File: src/rtl/phy_link_pkg.sv
// Shared definitions for the byte-serial flit link: widths, frame byte slices and
// the receive FSM state encoding.
package phy_link_pkg;

    localparam int unsigned FLIT_W         = 18;
    localparam int unsigned BYTE_W         = 8;
    localparam int unsigned FLIT_VALID_BIT = 17;

    // Where each frame byte lands in the flit.
    localparam int unsigned B0_HI = 17;
    localparam int unsigned B0_LO = 16;
    localparam int unsigned B1_HI = 15;
    localparam int unsigned B1_LO = 8;
    localparam int unsigned B2_HI = 7;
    localparam int unsigned B2_LO = 0;

    // Bit of byte 0 that carries the flit-valid marker.
    localparam int unsigned MARK_BIT = FLIT_VALID_BIT - B0_LO;

    typedef logic [FLIT_W-1:0] flit_t;
    typedef logic [BYTE_W-1:0] byte_t;

    typedef logic [1:0] rx_state_t;
    localparam rx_state_t StIdle = 2'd0;
    localparam rx_state_t StB1   = 2'd1;
    localparam rx_state_t StB2   = 2'd2;

    function automatic flit_t assemble_flit(input logic [FLIT_W-1:BYTE_W] hi, input byte_t lo);
        return {hi, lo};
    endfunction

endpackage

File: src/rtl/phy_flit_fifo.sv
// Show-ahead synchronous flit FIFO; the head is presented from a register and a new
// entry is never bypassed to the head in the cycle it is written.
module phy_flit_fifo
    import phy_link_pkg::*;
#(
    parameter int unsigned DEPTH = 32
) (
    input  logic                     clk_i,
    input  logic                     rst_i,
    input  logic                     wr_i,
    input  flit_t                    wr_data_i,
    output logic                     wr_ok_o,
    output logic                     wr_drop_o,
    input  logic                     rd_ready_i,
    output logic                     rd_valid_o,
    output flit_t                    rd_data_o,
    output logic [$clog2(DEPTH):0]   occupancy_o
);

    localparam int unsigned AW = $clog2(DEPTH);

    logic [AW:0] wr_ptr_q, wr_ptr_d;
    logic [AW:0] rd_ptr_q, rd_ptr_d;
    logic        valid_q;
    flit_t       data_q;
    flit_t       mem_q [DEPTH];

    logic full;
    logic pop;
    logic push;
    logic head_avail;

    assign full = (wr_ptr_q[AW] != rd_ptr_q[AW]) && (wr_ptr_q[AW-1:0] == rd_ptr_q[AW-1:0]);
    assign pop  = valid_q & rd_ready_i;
    // A pop frees the slot in the same cycle, so a full FIFO still accepts a write then.
    assign push = wr_i & (~full | pop);

    assign wr_ok_o   = push;
    assign wr_drop_o = wr_i & full & ~pop;

    assign wr_ptr_d = wr_ptr_q + {{AW{1'b0}}, push};
    assign rd_ptr_d = rd_ptr_q + {{AW{1'b0}}, pop};

    // Compare against the pre-write pointer: the entry written now shows up next cycle.
    assign head_avail = (wr_ptr_q != rd_ptr_d);

    always_ff @(posedge clk_i) begin
        if (rst_i) begin
            wr_ptr_q <= '0;
            rd_ptr_q <= '0;
            valid_q  <= 1'b0;
            data_q   <= '0;
        end else begin
            wr_ptr_q <= wr_ptr_d;
            rd_ptr_q <= rd_ptr_d;
            valid_q  <= head_avail;
            data_q   <= head_avail ? mem_q[rd_ptr_d[AW-1:0]] : '0;
        end
    end

    always_ff @(posedge clk_i) begin
        if (push) begin
            mem_q[wr_ptr_q[AW-1:0]] <= wr_data_i;
        end
    end

    assign rd_valid_o  = valid_q;
    assign rd_data_o   = data_q;
    assign occupancy_o = wr_ptr_q - rd_ptr_q;

endmodule

File: src/rtl/phy_link_rx.sv
// Receive end of the inter-FPGA byte-serial flit link: oversamples the forwarded strobe,
// reassembles 3-byte frames into flits and queues them for the router port.
module phy_link_rx
    import phy_link_pkg::*;
#(
    parameter int unsigned DEPTH        = 32,
    parameter int unsigned AFULL_MARGIN = 4,
    parameter int unsigned TIMEOUT      = 15
) (
    input  logic              CLK,
    input  logic              rst,
    input  logic              sync_clk_in,
    input  logic [7:0]        serial_data_in,
    output logic [17:0]       output_data_to_router,
    output logic              out_valid,
    input  logic              router_ready,
    output logic              link_ready,
    output logic [15:0]       flit_count,
    output logic [7:0]        drop_count
);

    localparam int unsigned AW = $clog2(DEPTH);
    localparam int unsigned TW = $clog2(TIMEOUT + 1);
    localparam logic [TW-1:0] TMO_MAX   = TW'(TIMEOUT);
    localparam logic [AW:0]   AFULL_LVL = (AW + 1)'(DEPTH - AFULL_MARGIN);

    logic s1_q, s2_q, s3_q;
    byte_t d1_q, d2_q;
    logic strobe_edge;

    rx_state_t state_q, state_d;
    logic [FLIT_W-1:BYTE_W] hold_q, hold_d;
    logic [TW-1:0] tmo_cnt_q, tmo_cnt_d;
    logic tmo_drop;

    logic  wr_q, wr_d;
    flit_t wr_flit_q, wr_flit_d;

    logic        link_ready_q;
    logic [15:0] flit_count_q, flit_count_d;
    logic [7:0]  drop_count_q, drop_count_d;

    logic        fifo_wr_ok;
    logic        fifo_wr_drop;
    logic [AW:0] fifo_occ;

    // Strobe and data share the same flop depth so d2 is stable whenever the edge fires.
    always_ff @(posedge CLK) begin
        if (rst) begin
            s1_q <= 1'b0;
            s2_q <= 1'b0;
            s3_q <= 1'b0;
            d1_q <= '0;
            d2_q <= '0;
        end else begin
            s1_q <= sync_clk_in;
            s2_q <= s1_q;
            s3_q <= s2_q;
            d1_q <= serial_data_in;
            d2_q <= d1_q;
        end
    end

    assign strobe_edge = s2_q & ~s3_q;

    always_comb begin
        state_d   = state_q;
        hold_d    = hold_q;
        wr_d      = 1'b0;
        wr_flit_d = wr_flit_q;
        tmo_drop  = 1'b0;

        if (strobe_edge) begin
            tmo_cnt_d = '0;
        end else if (tmo_cnt_q != TMO_MAX) begin
            tmo_cnt_d = tmo_cnt_q + TW'(1);
        end else begin
            tmo_cnt_d = tmo_cnt_q;
        end

        case (state_q)
            StIdle: begin
                if (strobe_edge && d2_q[MARK_BIT]) begin
                    hold_d[B0_HI:B0_LO] = d2_q[B0_HI-B0_LO:0];
                    state_d             = StB1;
                end
            end
            StB1: begin
                if (strobe_edge) begin
                    hold_d[B1_HI:B1_LO] = d2_q;
                    state_d             = StB2;
                end else if (tmo_cnt_q == TMO_MAX) begin
                    hold_d   = '0;
                    tmo_drop = 1'b1;
                    state_d  = StIdle;
                end
            end
            StB2: begin
                if (strobe_edge) begin
                    wr_d      = 1'b1;
                    wr_flit_d = assemble_flit(hold_q, d2_q);
                    state_d   = StIdle;
                end else if (tmo_cnt_q == TMO_MAX) begin
                    hold_d   = '0;
                    tmo_drop = 1'b1;
                    state_d  = StIdle;
                end
            end
            default: begin
                hold_d  = '0;
                state_d = StIdle;
            end
        endcase
    end

    always_ff @(posedge CLK) begin
        if (rst) begin
            state_q   <= StIdle;
            hold_q    <= '0;
            tmo_cnt_q <= '0;
            wr_q      <= 1'b0;
            wr_flit_q <= '0;
        end else begin
            state_q   <= state_d;
            hold_q    <= hold_d;
            tmo_cnt_q <= tmo_cnt_d;
            wr_q      <= wr_d;
            wr_flit_q <= wr_flit_d;
        end
    end

    phy_flit_fifo #(
        .DEPTH (DEPTH)
    ) u_fifo (
        .clk_i       (CLK),
        .rst_i       (rst),
        .wr_i        (wr_q),
        .wr_data_i   (wr_flit_q),
        .wr_ok_o     (fifo_wr_ok),
        .wr_drop_o   (fifo_wr_drop),
        .rd_ready_i  (router_ready),
        .rd_valid_o  (out_valid),
        .rd_data_o   (output_data_to_router),
        .occupancy_o (fifo_occ)
    );

    always_comb begin
        logic [8:0] drop_sum;
        flit_count_d = flit_count_q + {15'd0, fifo_wr_ok};
        drop_sum     = {1'b0, drop_count_q} + {8'd0, tmo_drop} + {8'd0, fifo_wr_drop};
        drop_count_d = drop_sum[8] ? 8'hFF : drop_sum[7:0];
    end

    always_ff @(posedge CLK) begin
        if (rst) begin
            link_ready_q <= 1'b0;
            flit_count_q <= '0;
            drop_count_q <= '0;
        end else begin
            link_ready_q <= (fifo_occ < AFULL_LVL);
            flit_count_q <= flit_count_d;
            drop_count_q <= drop_count_d;
        end
    end

    assign link_ready = link_ready_q;
    assign flit_count = flit_count_q;
    assign drop_count = drop_count_q;

endmodule

File: config.mk
export PLATFORM = sky130hd
export DESIGN_NAME = phy_link_rx
export DESIGN_NICKNAME = d
export VERILOG_FILES = /design/src/rtl/phy_link_pkg.sv /design/src/rtl/phy_flit_fifo.sv /design/src/rtl/phy_link_rx.sv
export SDC_FILE = /design/constraint.sdc
export NUM_CORES = 1
export LEC_CHECK = 0
export ABC_CLOCK_PERIOD_IN_PS = 8050
export BUFFER_PORTS_ARGS = -buffer_cell sky130_fd_sc_hd__buf_2
export CAP_MARGIN = 40
export CORE_MARGIN = 3
export CORE_UTILIZATION = 25
export DETAILED_ROUTE_END_ITERATION = 10
export GPL_TIMING_DRIVEN = 0
export PLACE_DENSITY = 0.42
export SLEW_MARGIN = 20
export SYNTH_ARGS = -nofsm -noshare
export SYNTH_HDL_FRONTEND = slang
export SYNTH_SLANG_ARGS = --single-unit
export TNS_END_PERCENT = 30
File: constraint.sdc
create_clock -name CLK -period 8.05 [get_ports CLK]
set_input_delay 1.61 -clock CLK [delete_from_list [all_inputs] [get_ports CLK]]
set_output_delay 1.61 -clock CLK [all_outputs]
set_load 0.01 [all_outputs]
; ---- Word level (Yosys, flattened, before mapping)
; Memory sizes are Yosys's and may differ from the RTL's. A register that Yosys moved wholly into a read port is not among the register bits.
; Cells that the tools add are included.
[op_classes]
n_addsub = 7
mul = 0
div = 0
order_cmp = 1
eq_ne = 10
n_shift = 0
n_mux = 19
n_bitwise = 12
reduce_logical = 10
[ops]
columns = operator, count
row1 = case mux 8 bit (3 select lines), 1
row2 = two-way mux 10 bit, 2
row3 = adder 16 x 1 -> 16 bit, 1
row4 = two-way mux 8 bit, 2
row5 = adder 6 x 1 -> 6 bit, 2
row6 = two-way mux 2 bit, 6
row7 = case mux 2 bit (3 select lines), 2
row8 = adder 8 x 1 -> 9 bit, 1
row9 = adder 9 x 1 -> 9 bit, 1
row10 = OR reduction 2 bit, 4
row11 = less-than comparator 6 x 5 -> 1 bit (second input constant), 1
row12 = two-way mux 1 bit, 6
row13 = != test 2 bit (second input constant), 3
row14 = != test 6 bit, 1
row15 = inverter 1 bit, 6
row16 = subtractor 6 bit, 1
row17 = AND 1 bit, 5
row18 = equality test 5 bit, 1
row19 = adder 4 x 1 -> 4 bit (second input constant), 1
row20 = equality test 4 bit (second input constant), 1
row21 = != test 4 bit (second input constant), 1
row22 = AND reduction 2 bit, 2
row23 = AND reduction 3 bit, 1
row24 = equality test 2 x 1 -> 1 bit (second input constant), 1
row25 = 5 further kinds, 6
[totals]
ff_bits = 92
latch_bits = 0
ramBits = 576
mem_bits_ro = 0
in_bits = 12
output_inout_bits = 44
memories = 1
[memory_table]
columns = memory, depth, width, read_ports, rd_ports_with_merged_regs, wr, line_no
row1 = u_fifo.mem_q, 32, 18, 1, 1, 1, phy_flit_fifo.sv:26  ; flit_t mem_q [DEPTH];

; ---- Logic depth before layout (Yosys ltp)
; Gate-level depths: netlist of run 1.
[logic_depth]
ltp_word = 7
depth_mapped = 14
mapped_depth_nobuf = 13

; ---- Modules after synthesis
; A second synthesis of run 1 with hierarchy kept.
[unflattened]
cells_unflattened = 1523
hier_area_um2 = 26694.4
[modules_own_cells]
columns = mod, n_inst, cells_each, area_each_um2
row1 = phy_flit_fifo, 1, 1216, 23741.5
row2 = phy_link_rx, 1, 307, 2952.8

; ---- Worst setup path after synthesis of run 1
; No wires, ideal clock.
[synth_path]
path_kind = input to register
start = input router_ready
end = register u_fifo.data_q[10] (netlist: u_fifo.rd_data_o[10]) (read register of u_fifo.mem_q)
setup_time_ns = 0.136
t_arrival_ns = 3.555
t_required_ns = 7.914
setup_slack_ns = 4.358
stages = 9
n_path_buf = 3
path_cell_list = and2_1 ha_1 ha_1 buf_4 buf_6 clkbuf_1 mux4_2 a211oi_1 a2111oi_2
[synth_via]
elab_chain_cells = 5
[synth_rtl]
columns = element, line_no
row1 = start: declaration, phy_link_rx.sv:16  ; input logic router_ready,
row2 = AND 1 bit (*), phy_flit_fifo.sv:34  ; assign pop = valid_q & rd_ready_i;
row3 = adder 6 x 1 -> 6 bit (*), phy_flit_fifo.sv:42  ; assign rd_ptr_d = rd_ptr_q + {{AW{1'b0}}, pop};
row4 = named net u_fifo.rd_ptr_d[1], phy_flit_fifo.sv:23  ; logic [AW:0] rd_ptr_q, rd_ptr_d;
row5 = != test 6 bit, phy_flit_fifo.sv:45  ; assign head_avail = (wr_ptr_q != rd_ptr_d);
row6 = inverter 1 bit (no line), -
row7 = OR reduction 2 bit (no line), -
row8 = end: declaration, phy_flit_fifo.sv:25  ; flit_t data_q;
; Mark *: on every way through the listed nets, which the timed path passes. The rest lies on a longest branch.
; A chain may end at the register's enable or synchronous reset.

; ---- Worst setup path in the final report of run 1
[layout_path]
start = input router_ready
end = register u_fifo.data_q[9] (netlist: u_fifo.rd_data_o[9]) (read register of u_fifo.mem_q)
[layout_via]
elab_chain_cells = 5
[layout_rtl]
columns = element, line_no
row1 = AND 1 bit (*), phy_flit_fifo.sv:34
row2 = adder 6 x 1 -> 6 bit (*), phy_flit_fifo.sv:42
row3 = != test 6 bit, phy_flit_fifo.sv:45
row4 = inverter 1 bit (no line), -
row5 = OR reduction 2 bit (no line), -
; Every way passes the cells marked *; elsewhere a longest branch is shown, timed or not.

==> results of run 1 <==
registers in the layout, summed over array words and instances (netlist names), 2 cells and up:
signal,flops
state_q,2
d1_q,8
u_fifo.rd_ptr_q,6
u_fifo.wr_ptr_q,6
hold_q,10
flit_count,16
wr_flit_q,18
d2_q,8
drop_count,8
u_fifo.rd_data_o,18
u_fifo.mem_q,576
tmo_cnt_q,4
cell type report:
class	instances	share of cell area [%]
well taps	1380	5.41
clock buffers	107	6.88
multi-input cells	630	21.0
repair buffers	85	2.66
plain buffers	73	1.56
diodes	3	0.0235
clock inverters	33	1.02
flip-flops and latches	686	61.2
inverters	16	0.192
cells by family (layout without fill, tap and decap cells):
group / count (synthesis) / after routing / synth area share, %
xor gates and xnor gates: 36 / 36 / 1.29
and+or+nand+nor: 276 / 276 / 4.91
buffers and inverters: 89 / 314 / 2.10
DFF: 686 / 686 / 73.5
muxes: 183 / 183 / 13.8
AOI/OAI and AO/OA: 117 / 117 / 3.59
adders and majority gates: 18 / 18 / 0.877
other: 0 / 3 / 0
layer usage:
metal	up-vias	share of wire (%)	track usage (%)	wire, microns
met4	0	2.1	3.12	1480
met5	-	0	0	0
li1	5963	-	-	-
met3	84	3.9	2.39	2720
met1	7107	47	18.0	33100
met2	262	47	20.0	32600
worst min-delay path by stage:
stage / startpoint / endpoint / slack (ns)
after floorplan: d1_q[0] / d2_q[0] / 0.41
after global placement: s1_q / s2_q / 0.43
after detailed placement: d1_q[5] / d2_q[5] / 0.42
after CTS: d1_q[5] / d2_q[5] / 0.43
after global routing: d1_q[5] / d2_q[5] / 0.45
final: d1_q[5] / d2_q[5] / 0.43
cells in the mapped netlist (4+ instances only):
| cell type | count | share of area (%) |
|---|---|---|
| edfxtp_1 | 576 | 65 |
| mux4_2 | 140 | 12 |
| dfxtp_1 | 110 | 8.3 |
| nand2_1 | 93 | 1.3 |
| nor2_1 | 72 | 1.0 |
| mux2i_1 | 39 | 1.5 |
| a21oi_1 | 30 | 0.57 |
| nor2b_1 | 28 | 0.66 |
| clkbuf_1 | 23 | 0.33 |
| and2_1 | 22 | 0.52 |
| buf_2 | 22 | 0.41 |
| xor2_1 | 22 | 0.73 |
| nand3_1 | 21 | 0.40 |
| a32o_1 | 20 | 0.75 |
| a211oi_1 | 18 | 0.51 |
| ha_1 | 17 | 0.80 |
| inv_1 | 13 | 0.18 |
| buf_4 | 12 | 0.34 |
| xnor2_1 | 12 | 0.40 |
| a2111oi_2 | 10 | 0.57 |
| a22oi_1 | 10 | 0.28 |
| a2111oi_1 | 8 | 0.30 |
| buf_6 | 8 | 0.34 |
| nor3_1 | 8 | 0.15 |
| or3_1 | 7 | 0.17 |
| and3_1 | 5 | 0.12 |
| buf_8 | 5 | 0.28 |
| nand4_1 | 5 | 0.12 |
| mux4_1 | 4 | 0.40 |
| nand3b_1 | 4 | 0.11 |
| o21ai_0 | 4 | 0.075 |
power by group through the flow:
stage | Sequential (mW) | Clock, mW | Combinational [mW]
2_1_floorplan | 3.88 | 0 | 0.0140
5_1_grt | 3.80 | 3.73 | 0.0269
3_3_place_gp | 3.88 | 0 | 0.0238
6_report | 3.80 | 3.48 | 0.0243
4_1_cts | 3.80 | 3.58 | 0.0244
3_5_place_dp | 3.88 | 0 | 0.0243
critical path: cells and delay by family:
kind,cells,cell delay [ns]
AOI/OAI and AO/OA,2,0.97
buffers and inverters,4,1.11
and+or+nand+nor,1,0.24
adders and majority gates,2,0.46
xor gates and xnor gates,1,0.55
metrics by stage:
step | hold slack (ns) | area (sq um) | instances | utilization, %
final | 0.432 | 31900 | 3013 | 30.6
after global routing | 0.448 | 31900 | 3010 | 30.5
after CTS | 0.434 | 31800 | 3006 | 30.5
after detailed placement | 0.420 | 29300 | 2866 | 28.1
after global placement | 0.430 | 28500 | 2840 | 27.3
after floorplan | 0.414 | 26500 | 1405 | -
==> results_dict.tcl, run 1 <==
set metrics [dict create \
    route.detailed.drc 0 \
    ir_drop_mv 0.125 \
    drt_wl_total_microns 69900 \
    die_area_sq_mm 0.110 \
    rsz0062_at_grt "false" \
    ys_seq_elements 686 \
    power.density_mw_per_mm2 229 \
    cp-start-kind "input pin" \
    final_common_cell "edfxtp_1" \
    syn_nets 1435 \
    grt_max_degree 34 \
    ant_nets 0 \
    cts_buffers 76 \
    viasPerCell 4.45 \
    first_global_vias 13800 \
    start_util_pct 25.4 \
    hold_path.class "register to register" \
    nets 1598 \
    worst_slew_pin_slew_ns 0.829 \
    relSlewSlack_pct 44.7 \
    synth_area_per_cell_sq_um 18.9 \
    crit_type "input pin to register" \
    root_buffer "clkbuf_16" \
    grt-ovfl-total 0 \
    portBuffers 55 \
    reg2reg_to "u_fifo.rd_data_o[9]" \
    cts.hold.buffers_added 0 \
    cp-end-kind "register" \
    status "finished clean" \
    fillers 10100 \
    seq_power_share_pct 52.0 \
    finalSetupViolCount 0 \
    seqCellArea_sq_mm 0.0195 \
    grt_pass1_wl_microns 101000 \
    finalWorstSetupSlack_ns 3.50 \
    worstPathMaxFanout 10 \
    wl_per_cell_microns 23.2 \
    cts.htree.levels 3 \
    cts_setup_buffers 0 \
    pwr-share-comb_pct 0.3 \
    hpwlAfterDp_microns 45600 \
    slew_violations 0 \
    crit_path_top_delay_cell "a2111oi_2" \
    endpoint "u_fifo.rd_data_o[9]" \
    clkPwrFrac_pct 47.6 \
    crit_chain "buf_2 > and2_1 > ha_1 > ha_1 > buf_4 > xor2_4 > buf_4 > clkbuf_1 > a211oi_1 > a2111oi_2" \
    die_w_microns 332 \
    synthArstFlopShare_pct 0 \
    area_delta_synth_final_pct 20.2 \
    net-switching-power_mw 1.43 \
    placementRows 118 \
    core_sq_mm 0.104 \
    layout_common_cells "edfxtp_1 (576), mux4_2 (140), nand2_1 (93)" \
    internal_power_mw 5.88 \
    finalSetupTns_ns 0 \
    skew_ns 0.0282 \
    worstPathArrival_ns 4.97 \
    netSwitchingFraction_pct 19.6 \
    power_mw 7.31 \
    hold_violations 0 \
    synth.distinct_cells 60 \
    dieHeight_microns 332 \
    cts_tree "done" \
    fmax_mhz 220 \
    gp_congestion 0.749 \
    period_share_pct 56.5 \
    finalCriticalPeriod_ns 4.55 \
    drt-initial-drc-count 1100 \
    cts_resized 0 \
    timing.rr.start "u_fifo.rd_valid_o" \
    firstDrtPassIters 4 \
    pre_cts_ws_ns 2.84 \
    cellLeakagePower_nw 9.98 \
    cp_data_required_time_ns 8.48 \
    cts.sinks 686 \
    yosys_most_used_dff "edfxtp_1" \
    max_stage_delay_ns 0.70 \
    startpoint "router_ready" \
    multi_input_comb_area_sq_mm 0.00671 \
    reg2reg_slack_ns 4.22 \
    post_synth_inst_count 1405 \
    reg2regPathDepth 9 \
    drive_above_1_share_pct 28.1 \
    io_pins 56 \
    drv_cap 0 \
    grt_antenna_before_repair 3 \
    ys_warn_count 0 \
    clk_latency_ns 0.62 \
    netlist_area_sq_mm 0.0265 \
    dr_total_vias 13400 \
    min_path_cells 1 \
    synth-seq-area-share_pct 73.5 \
    grtUsageTotal_pct 12.7 \
    clk_pin_slew_ns 0.06 \
    synth_edf_count 576 \
    cts.path.max_buffers 3 \
]
(Power assumes the default switching activity.)
==> run 2, diff against run 1 <==
ABC_CLOCK_PERIOD_IN_PS = 3700   (was 8050)
PLACE_DENSITY = 0.43   (was 0.42)
clock period = 3.7 ns   (was 8.05 ns; I/O delays follow)
==> results_dict.tcl, run 2 (synthesized netlist as in run 1, its figures left out) <==
set metrics [dict create \
    grt-ovfl-total 0 \
    cts_tree "done" \
    io_pins 56 \
    cp_data_required_time_ns 4.25 \
    firstDrtPassIters 5 \
    fin_cells 3003 \
    cts.htree.levels 3 \
    skew_ns 0.0220 \
    fillers 10200 \
    power_mw 15.5 \
    clk_latency_ns 0.63 \
    cts.path.max_buffers 3 \
    slew_violations 0 \
    startpoint "u_fifo.rd_valid_o" \
    dp.cells 2857 \
    reg2reg_to "u_fifo.rd_data_o[7]" \
    holdPathEnd "s1_q" \
    hpwlAfterDp_microns 44400 \
    cts.sinks 686 \
    finalCriticalPeriod_ns 3.49 \
    fmax_mhz 287 \
    min_path_cells 2 \
    placementRows 118 \
    grtUsageTotal_pct 12.4 \
    gp_congestion 0.766 \
    rsz0062_at_grt "false" \
    grt_pass1_wl_microns 99400 \
    pre_cts_ws_ns -0.643 \
    hold_path.class "input pin to register" \
    cellLeakagePower_nw 9.84 \
    area_delta_synth_final_pct 18.9 \
    drv_cap 0 \
    drt-initial-drc-count 1082 \
    drive_above_1_share_pct 27.5 \
    first_global_vias 13900 \
    critPathBufInv 3 \
    ant_nets 0 \
    worstPathArrival_ns 4.04 \
    layout_common_cells "edfxtp_1 (576), mux4_2 (140), nand2_1 (93)" \
    finalSetupViolCount 0 \
    period_share_pct 94.2 \
    status "finished clean" \
    crit_chain "and2_1 > ha_1 > ha_1 > buf_4 > buf_2 > mux4_2 > nand2_1 > a32o_1 > a2111oi_1 > clkdlybuf4s15_2" \
    max_stage_delay_ns 0.56 \
    worstPathMaxFanout 10 \
    cp-end-kind "register" \
    route.detailed.drc 0 \
    final_common_cell "edfxtp_1" \
    relSlewSlack_pct 44.8 \
    crit_type "register to register" \
    finalWorstSetupSlack_ns 0.214 \
    grt_max_degree 34 \
    whs_ns 0.329 \
    root_buffer "clkbuf_16" \
    die_w_microns 332 \
    cts.hold.buffers_added 0 \
    die_area_sq_mm 0.110 \
    hold_violations 0 \
    cts_buffers 77 \
    reg2reg_slack_ns 0.21 \
    core_sq_mm 0.104 \
    viasPerCell 4.48 \
    nets 1592 \
    crit_family "buffers and inverters" \
    grt_antenna_before_repair 1 \
    ir_drop_mv 0.289 \
    clk_pin_slew_ns 0.06 \
    dieHeight_microns 332 \
    crit_path_top_delay_cell "a2111oi_1" \
    hp-start "sync_clk_in" \
    wl_per_cell_microns 23.0 \
    reg2regPathDepth 10 \
    worst_slew_pin_slew_ns 0.828 \
    start_util_pct 25.4 \
    timing.rr.start "u_fifo.rd_valid_o" \
    dr_total_vias 13400 \
    drt_wl_total_microns 69000 \
    crit_top_cell "ha_1" \
    cp-start-kind "register" \
    largest_register_ffs 576 \
    portBuffers 55 \
    power.density_mw_per_mm2 493 \
]
[run 2: cell count changes in the layout (fill, tap and decap cells not counted), sizes merged]
| cell | delta |
|---|---|
| buf | -5 |
| bufinv | -1 |
| clkbuf | -9 |
| clkdlybuf4s15 | -2 |
| clkinv | +10 |
| diode | -2 |
| inv | -1 |
[run 2: per-stage QoR]
stage,util (%),cell area (sq um),TNS [ns]
floorplan,-,26500,0
global placement,27.3,28500,-261.91
detailed placement,27.9,29100,-6.48
CTS,30.1,31500,0
global route,30.2,31500,0
finish,30.2,31500,0
[run 2: metal layers]
metal / vias up / GRT usage [%] / share of wire, %
met3: 93 / 2.34 / 4.5
li1: 5942 / - / -
met5: - / 0 / 0
met1: 7076 / 17.8 / 48
met4: 0 / 3.47 / 2.5
met2: 329 / 19.2 / 45
[run 2: area by class of cell]
cell class | count | area [sq um] | area share [%]
inverters | 16 | 61.3 | 0.194
plain buffers | 73 | 502 | 1.59
multi-input cells | 630 | 6740 | 21.4
well taps | 1380 | 1730 | 5.47
clock inverters | 41 | 317 | 1.00
clock buffers | 98 | 2030 | 6.43
repair buffers | 78 | 642 | 2.03
flip-flops and latches | 686 | 19500 | 61.9
diodes | 1 | 2.50 | 0.00793
[run 2: how the worst max path moves through the flow]
stage,to,slack (ns),depth (start not counted)
after floorplan,u_fifo.rd_data_o[10],0.88,9
after CTS,u_fifo.rd_data_o[8],0.08,9
after global routing,u_fifo.rd_data_o[8],0.05,10
final,u_fifo.rd_data_o[7],0.21,10
after detailed placement,u_fifo.rd_data_o[9],-0.64,10
after global placement,u_fifo.rd_data_o[8],-0.76,10
[run 2: report_power, final]
part	internal (mW)	switching, mW	total, mW	leakage, nW
Sequential	8.27	0.00737	8.27	6.23
Clock	4.16	3.05	7.21	1.15
Combinational	0.0189	0.0344	0.0533	2.45
[run 2: what timing repair did]
| action | in CTS | in global routing |
|---|---|---|
| gates resized for setup | 4 | 2 |
| endpoints found under the setup margin | 4 | 8 |
| gates cloned | 0 | 0 |
| endpoints found under the hold margin | 0 | 0 |
| setup buffers | 0 | 3 |
==> run 3, diff against run 2 <==
CTS_BUF_LIST = sky130_fd_sc_hd__clkbuf_4   (was not set)
==> results_dict.tcl, run 3 (synthesized netlist as in run 1, its figures left out) <==
set metrics [dict create \
    status "finished clean" \
    portBuffers 55 \
    finalWorstSetupSlack_ns 0.00954 \
    gp_congestion 0.766 \
    crit_type "register to register" \
    hold_path.class "input pin to register" \
    drv_cap 0 \
    cts_buffers 185 \
    period_share_pct 99.7 \
    multi_input_comb_area_sq_mm 0.00679 \
    final_core_util_pct 30.4 \
    core_sq_mm 0.104 \
    die_area_sq_mm 0.110 \
    grt_pass1_wl_microns 101000 \
    pre_cts_ws_ns -0.643 \
    dr_total_vias 14200 \
    route.detailed.drc 0 \
    nets 1707 \
    start_util_pct 25.4 \
    fin_cells 3210 \
    die_w_microns 332 \
    power_mw 15.0 \
    drt_wl_total_microns 70400 \
    clk_latency_ns 1.04 \
    holdPathEnd "u_fifo.rd_data_o[9]" \
    area_delta_synth_final_pct 19.6 \
    timing.rr.start "u_fifo.rd_valid_o" \
    finalSetupViolCount 0 \
    drt-initial-drc-count 1033 \
    worstPathArrival_ns 4.63 \
    clk_pin_slew_ns 0.07 \
    slew_violations 0 \
    grtUsageTotal_pct 12.7 \
    cts_tree "done" \
    ir_drop_mv 0.217 \
    dieHeight_microns 332 \
    grt_max_degree 34 \
    rsz0062_at_grt "true" \
    fillers 10300 \
    cts.sinks 686 \
    final_common_cell "edfxtp_1" \
    skew_ns 0.0784 \
    viasPerCell 4.43 \
    firstDrtPassIters 5 \
    hpwlAfterDp_microns 44400 \
    placementRows 118 \
    power.density_mw_per_mm2 473 \
    root_buffer "clkbuf_4" \
    layout_common_cells "edfxtp_1 (576), clkbuf_4 (286), mux4_2 (140)" \
    io_pins 56 \
    reg2regPathDepth 9 \
    wl_per_cell_microns 21.9 \
    relSlewSlack_pct 44.7 \
    worstPathMaxFanout 10 \
    cp_data_required_time_ns 4.64 \
    grt-ovfl-total 0 \
    first_global_vias 14800 \
    grt_antenna_before_repair 3 \
    finalSetupTns_ns 0 \
    dp.cells 2857 \
    fmax_mhz 271 \
    largest_register_ffs 576 \
    cp-end-kind "register" \
    hp-start "rst" \
    hold_violations 0 \
    cts.htree.levels 4 \
    reg2reg_to "u_fifo.rd_data_o[8]" \
    reg2reg_slack_ns 0.01 \
    seqCellArea_sq_mm 0.0195 \
    min_path_cells 3 \
    cp-start-kind "register" \
    ant_nets 0 \
    worst_slew_pin_slew_ns 0.830 \
    cellLeakagePower_nw 10.1 \
    drive_above_1_share_pct 35.4 \
    cts.path.max_buffers 3 \
    finalCriticalPeriod_ns 3.69 \
]
[run 3: cell count changes in the layout (fill, tap and decap cells not counted), moves of 5 or more]
cell           previous run  this run
clkbuf_4                  0       286
clkbuf_16                78         0
clkbuf_1                 38        19
clkinv_1                 18        27
diode_2                   1        10
dlygate4sd3_1             0         9
clkinv_2                 14         7
clkinvlp_4                1         6
[run 3: timing repair]
item | 4_1_cts | 5_1_grt
setup buffers | 0 | 0
endpoints found under the hold margin | 9 | 0
hold buffers | 9 | 0
setup endpoints to repair | 3 | 9
gates cloned | 0 | 0
gates resized for setup | 3 | 6
[run 3: worst max-delay path by stage]
| stage | startpoint | depth (start not counted) | end |
|---|---|---|---|
| global route | u_fifo.rd_valid_o | 9 | u_fifo.rd_data_o[8] |
| detailed placement | router_ready | 10 | u_fifo.rd_data_o[9] |
| floorplan | router_ready | 9 | u_fifo.rd_data_o[10] |
| CTS | u_fifo.rd_valid_o | 9 | u_fifo.rd_data_o[1] |
| finish | u_fifo.rd_valid_o | 9 | u_fifo.rd_data_o[8] |
| global placement | router_ready | 10 | u_fifo.rd_data_o[8] |
[run 3: layout make-up]
type | count | area share, %
sequential | 686 | 61.5
clock inverter | 44 | 0.694
antenna | 10 | 0.0789
multi-input combinational | 630 | 21.4
clock buffer | 286 | 6.77
buffer | 73 | 1.58
timing repair buffer | 85 | 2.32
inverter | 16 | 0.193
tap | 1380 | 5.44
[run 3: worst max-delay path, stage by stage, from the launching register on]
cell             delay, ns
dfxtp_1               0.32
and2_1                0.28
ha_1                  0.29
ha_1                  0.16
buf_4                 0.19
xor2_4                0.55
clkbuf_1              0.57
a211oi_1              0.29
a2111oi_1             0.66
clkdlybuf4s15_2       0.33
[run 3: power breakdown]
part / switching [mW] / total (mW) / internal [mW]
clock network: 3.18 / 6.69 / 3.51
logic: 0.0359 / 0.0610 / 0.0251
registers: 0.00739 / 8.27 / 8.26
total: 3.22 / 15.0 / 11.8
[run 3: routing by layer]
metal	vias up	GRT usage (%)	wire length (microns)
met1	7383	17.4	32800
met2	426	19.2	31800
met3	109	3.48	4120
met4	0	4.80	1660
met5	-	0	0
li1	6316	-	-
[run 3: stage by stage]
stage	hold WS, ns	instance area (sq um)
floorplan	0.414	26500
global placement	0.422	28500
detailed placement	0.439	29100
CTS	0.212	31600
global route	0.256	31700
finish	0.354	31700
